<file path="src/rtl/irq_ctrl.sv">
// Two-source rising-edge interrupt controller with a small register port and IDLE/REQ/ACTIVE FSM.
// Define IRQ_CTRL_SYNC_EN to pass irq_src through a 2-flop synchronizer (adds 2 cycles latency).
module irq_ctrl (
  input  logic        clk,
  input  logic        reset_n,
  input  logic [1:0]  irq_src,
  input  logic        mstatus_mie,
  input  logic        stop_fetch,
  input  logic        mret_op,
  output logic [1:0]  interrupt,
  output logic        irq_active,
  output logic        active_id,
  input  logic        reg_en,
  input  logic        reg_we,
  input  logic [3:0]  reg_addr,
  input  logic [31:0] reg_wdata,
  output logic [31:0] reg_rdata
);

  typedef enum logic [1:0] {StIdle = 2'd0, StReq = 2'd1, StActive = 2'd2} state_e;

  state_e     state_q, state_d;
  logic [1:0] s;
  logic [1:0] s_d_q;
  logic [1:0] rise;
  logic [1:0] pending_q, pending_d;
  logic [1:0] enable_q, enable_d;
  logic [1:0] clr;
  logic       req_id_q, req_id_d;
  logic       active_id_q, active_id_d;
  logic       wr, wr_enable, wr_pending, take;
  logic       unused_wdata;

`ifdef IRQ_CTRL_SYNC_EN
  logic [1:0] sync1_q, sync2_q;

  always_ff @(posedge clk) begin
    if (!reset_n) begin
      sync1_q <= 2'b00;
      sync2_q <= 2'b00;
    end else begin
      sync1_q <= irq_src;
      sync2_q <= sync1_q;
    end
  end

  assign s = sync2_q;
`else
  assign s = irq_src;
`endif

  assign unused_wdata = ^reg_wdata[31:2];

  assign rise       = s & ~s_d_q;
  assign wr         = reg_en & reg_we;
  assign wr_enable  = wr & (reg_addr == 4'h0);
  assign wr_pending = wr & (reg_addr == 4'h4);
  assign take       = (state_q == StReq) & mstatus_mie & ~stop_fetch;

  // A new edge on the same bit wins over both software clear and take.
  assign clr       = (wr_pending ? reg_wdata[1:0] : 2'b00) |
                     (take ? (2'b01 << req_id_q) : 2'b00);
  assign pending_d = (pending_q & ~clr) | rise;
  assign enable_d  = wr_enable ? reg_wdata[1:0] : enable_q;

  always_ff @(posedge clk) begin
    if (!reset_n) begin
      state_q     <= StIdle;
      s_d_q       <= 2'b00;
      pending_q   <= 2'b00;
      enable_q    <= 2'b00;
      req_id_q    <= 1'b0;
      active_id_q <= 1'b0;
    end else begin
      state_q     <= state_d;
      s_d_q       <= s;
      pending_q   <= pending_d;
      enable_q    <= enable_d;
      req_id_q    <= req_id_d;
      active_id_q <= active_id_d;
    end
  end

  always_comb begin
    state_d     = state_q;
    req_id_d    = req_id_q;
    active_id_d = active_id_q;
    unique case (state_q)
      StIdle: begin
        if ((pending_q & enable_q) != 2'b00) begin
          state_d  = StReq;
          req_id_d = ~(pending_q[0] & enable_q[0]);
        end
      end
      StReq: begin
        if (take) begin
          state_d     = StActive;
          active_id_d = req_id_q;
        end else if (!(pending_q[req_id_q] & enable_q[req_id_q])) begin
          state_d = StIdle;
        end
      end
      StActive: begin
        if (mret_op && !stop_fetch) state_d = StIdle;
      end
      default: state_d = StIdle;
    endcase
  end

  always_comb begin
    interrupt  = 2'b00;
    irq_active = 1'b0;
    if (state_q == StReq)    interrupt  = 2'b01 << req_id_q;
    if (state_q == StActive) irq_active = 1'b1;
  end

  assign active_id = active_id_q;

  always_comb begin
    reg_rdata = 32'h0;
    case (reg_addr)
      4'h0:    reg_rdata = {30'b0, enable_q};
      4'h4:    reg_rdata = {30'b0, pending_q};
      4'h8:    reg_rdata = {29'b0, active_id_q, state_q};
      4'hC:    reg_rdata = {30'b0, s};
      default: reg_rdata = 32'h0;
    endcase
  end

endmodule

</file>
<file path="config.mk">
export PLATFORM = sky130hd
export DESIGN_NAME = irq_ctrl
export DESIGN_NICKNAME = d
export VERILOG_FILES = /design/src/rtl/irq_ctrl.sv
export SDC_FILE = /design/constraint.sdc
export NUM_CORES = 1
export LEC_CHECK = 0
export ABC_AREA = 1
export BUFFER_PORTS_ARGS = -buffer_cell sky130_fd_sc_hd__buf_2
export CORE_ASPECT_RATIO = 0.9
export CORE_UTILIZATION = 38
export CTS_CLUSTER_SIZE = 14
export DETAILED_ROUTE_END_ITERATION = 10
export GPL_TIMING_DRIVEN = 0
export PLACE_DENSITY_LB_ADDON = 0.3
export SYNTH_ARGS = -nofsm -noshare
export SYNTH_HDL_FRONTEND = slang
export SYNTH_SLANG_ARGS = --single-unit
</file>
<file path="constraint.sdc">
create_clock -name clk -period 1.5 [get_ports clk]
set_input_delay 0.15 -clock clk [delete_from_list [all_inputs] [get_ports clk]]
set_output_delay 0.15 -clock clk [all_outputs]
set_load 0.03 [all_outputs]
</file>
==> impl_metrics.ini <==
[final_layout]
final_core_utilization_pct = 54.68
fin_nets = 215
drive_above_1_share_pct = 41.07
fillCellCount = 202
finalNonFillerCells = 193
syn_to_final_growth_pct = 32.04
num_antenna_cells = 0

[floorplanning]
dieArea_um2 = 2316
initial_core_util_pct = 41.41
core.rowCount = 15
fp.dieW_um = 50.62
io_pins = 81
core_area_um2 = 1952
die_height_um = 45.76

[critical_path]
crit_path_end_kind = output port
crit_chain = nand2_2, nor2_2, buf_2
cp.required_ns = 1.35
arrival_ns = 1.13
reg2reg_depth = 5
r2r_setup_slack_ns = 0.51
cpPeakStageDelay_ns = 0.44
crit-reg2reg-capture = pending_q[0]
startpoint_type = flip-flop
r2r-start = state_q[0]
cp_max_fo = 5
critPathKind = reg2out
slowest_stage = dfxtp_1

[clock_tree]
h-tree-depth = 1
post_cts_buffers = 0
root_buffer = clkbuf_4
clkLatencyLatePin_ns = 0.27
hold_buffers = 0
cts_sinks = 10
clockBufferDepth = 2
cts_tree = built
cts_resized = 0
numCtsBuffers = 3
cts.reportedPaths.clkPinSlew_ns = 0.07

[global_routing]
grt_pass1_wl_um = 2290
grt_use_total_pct = 13.24
grt_start_max_net_pins = 11
grt_pass1_vias = 578
busiest_layer = met2
antenna_found_initial = 0
overflow = 0
met3_usage_pct = 4.333
grt_use_met1_pct = 16.00
use_met2_pct = 22.93

[sta]
tns_ns = 0
fin_crit_ns = 1.279
slew_violations = 0
hold_viol = 0
setup_viol = 0
finalCritPeriodShare_pct = 85.25
rsz0062_at_grt = no
max_freq_mhz = 782.0
worst_slack_ns = 0.2212
finClkSkew_ns = 0.0008407

[hold_path]
hold_class = in2reg
hold_end = s_d_q[1]
holdPathStages = 3
hp-start = irq_src[1]

[power_and_ir_drop]
switching_share_pct = 36.12
p_comb_share_pct = 33.0
p_int_w = 0.0004497
p_seq_share_pct = 39.9
finalPower_w = 0.0007040
power.leakage_nw = 0.6348
clkPwrFrac_pct = 27.0
power_density_nw_per_um2 = 659.6
p_sw_w = 0.0002543
irDropWorstVdd_uv = 465.7

[synthesis]
synth_edf_count = 0
yosysMostFrequentCell = buf_4
synthesis.area_um2 = 808.3
synth-seq-cells = 10
yosysTopAreaCell = buf_4
synth_cell_types = 21
synth-seq-area-share_pct = 24.77
async_flop_share_pct = 0
synth-main-ff-cell = dfxtp_1
synth_area_leaders = buf_4 29%, dfxtp_1 25%, nand2_1 6.5%
ys_warn_count = 0
synth_cells = 117
synth_common_cells = 31 x buf_4, 14 x nand2_1, 11 x inv_1, 10 x dfxtp_1, 10 x nor2_1
avgSynthCellArea_um2 = 6.908
yosysTopAreaCellShare_pct = 28.79

[placed_design]
dp_cells = 190
hpwlAfterDp_um = 1257
portBuffers = 20
gp_congestion = 0.9334
pre_cts_ws_ns = 0.3645

[detailed_routing]
via_count = 768
wl_per_cell_um = 7.606
viasPerCell = 3.979
drt_iter0_markers = 16
drcViolationCount = 0
drt-pass1-iter-count = 4
drt-total-wl_um = 1468
ant_nets = 0

[job]
drv_cap = 0

[run_status]
outcome = complete, no violations
-- per-stage QoR --
| stage | instance area [um2] | hold WS [ns] |
|---|---|---|
| floorplan | 913.4 | 0.2543 |
| global placement | 1045 | 0.3652 |
| detailed placement | 1045 | 0.3723 |
| CTS | 1067 | 0.1047 |
| global route | 1067 | 0.1130 |
| finish | 1067 | 0.1029 |
-- metal layers --
metal / vias up / share of wire, %
met5: - / 0
met2: 36 / 48
met1: 310 / 44
li1: 420 / -
met3: 2 / 7.7
met4: 0 / 0.68
-- how the worst max path moves through the flow --
stage	start	to	slack, ns	cells after the start
floorplan	state_q[1]	state_q[1]	0.29	4
CTS	state_q[0]	interrupt[1]	0.23	3
finish	state_q[0]	interrupt[1]	0.22	3
detailed placement	reg_addr[1]	reg_rdata[0]	0.36	6
global placement	reg_addr[1]	reg_rdata[0]	0.39	6
global route	state_q[0]	interrupt[1]	0.17	3
-- registers in the layout, indices dropped and copies added (netlist names) --
| name | cells |
|---|---|
| pending_q | 2 |
| enable_q | 2 |
| active_id | 1 |
| req_id_q | 1 |
| s_d_q | 2 |
| state_q | 2 |
-- cell usage in the layout, fill, tap and decap left out --
cell / instances
nand4_1: 7
clkbuf_4: 3
nor2_2: 5
inv_2: 4
a21oi_2: 2
nand2_1: 14
dfxtp_1: 10
a21oi_1: 3
nor2_4: 1
and3_1: 1
nor2_1: 10
o21bai_1: 1
buf_4: 31
conb_1: 29
or2_2: 1
inv_1: 11
buf_2: 20
o21ai_1: 2
o31ai_1: 1
nand2_2: 1
nand3_1: 9
nand4_2: 1
o21ai_0: 1
-- kinds of logic after synthesis --
logic type	synth area share (%)
AOI/OAI and AO/OA	7.740
other	0.4640
DFF	24.77
and+or+nand+nor	31.27
buffers and inverters	35.76
-- critical path, delay by kind of cell (launching register included) --
kind          cells  cell delay [ns]
flops             1             0.44
simple gates      2             0.22
buf+inv           1             0.21
-- cell type report --
type / count / area [um2] / share of cell area [%]
Multi-Input combinational cell: 89 / 424.2 / 39.74
Buffer: 31 / 232.7 / 21.81
Sequential cell: 10 / 200.2 / 18.76
Timing Repair Buffer: 20 / 100.1 / 9.379
Inverter: 15 / 56.30 / 5.276
Tap cell: 25 / 31.28 / 2.931
Clock buffer: 3 / 22.52 / 2.110
-- power by group through the flow --
stage | sequential (W) | combinational (W) | clock (W)
2_1_floorplan | 0.000285 | 0.000199 | 0
4_1_cts | 0.000281 | 0.000230 | 0.000193
3_3_place_gp | 0.000287 | 0.000228 | 0
3_5_place_dp | 0.000287 | 0.000230 | 0
5_1_grt | 0.000282 | 0.000250 | 0.000204
6_report | 0.000281 | 0.000233 | 0.000190
No activity file was read; power rests on OpenSTA's default activity.
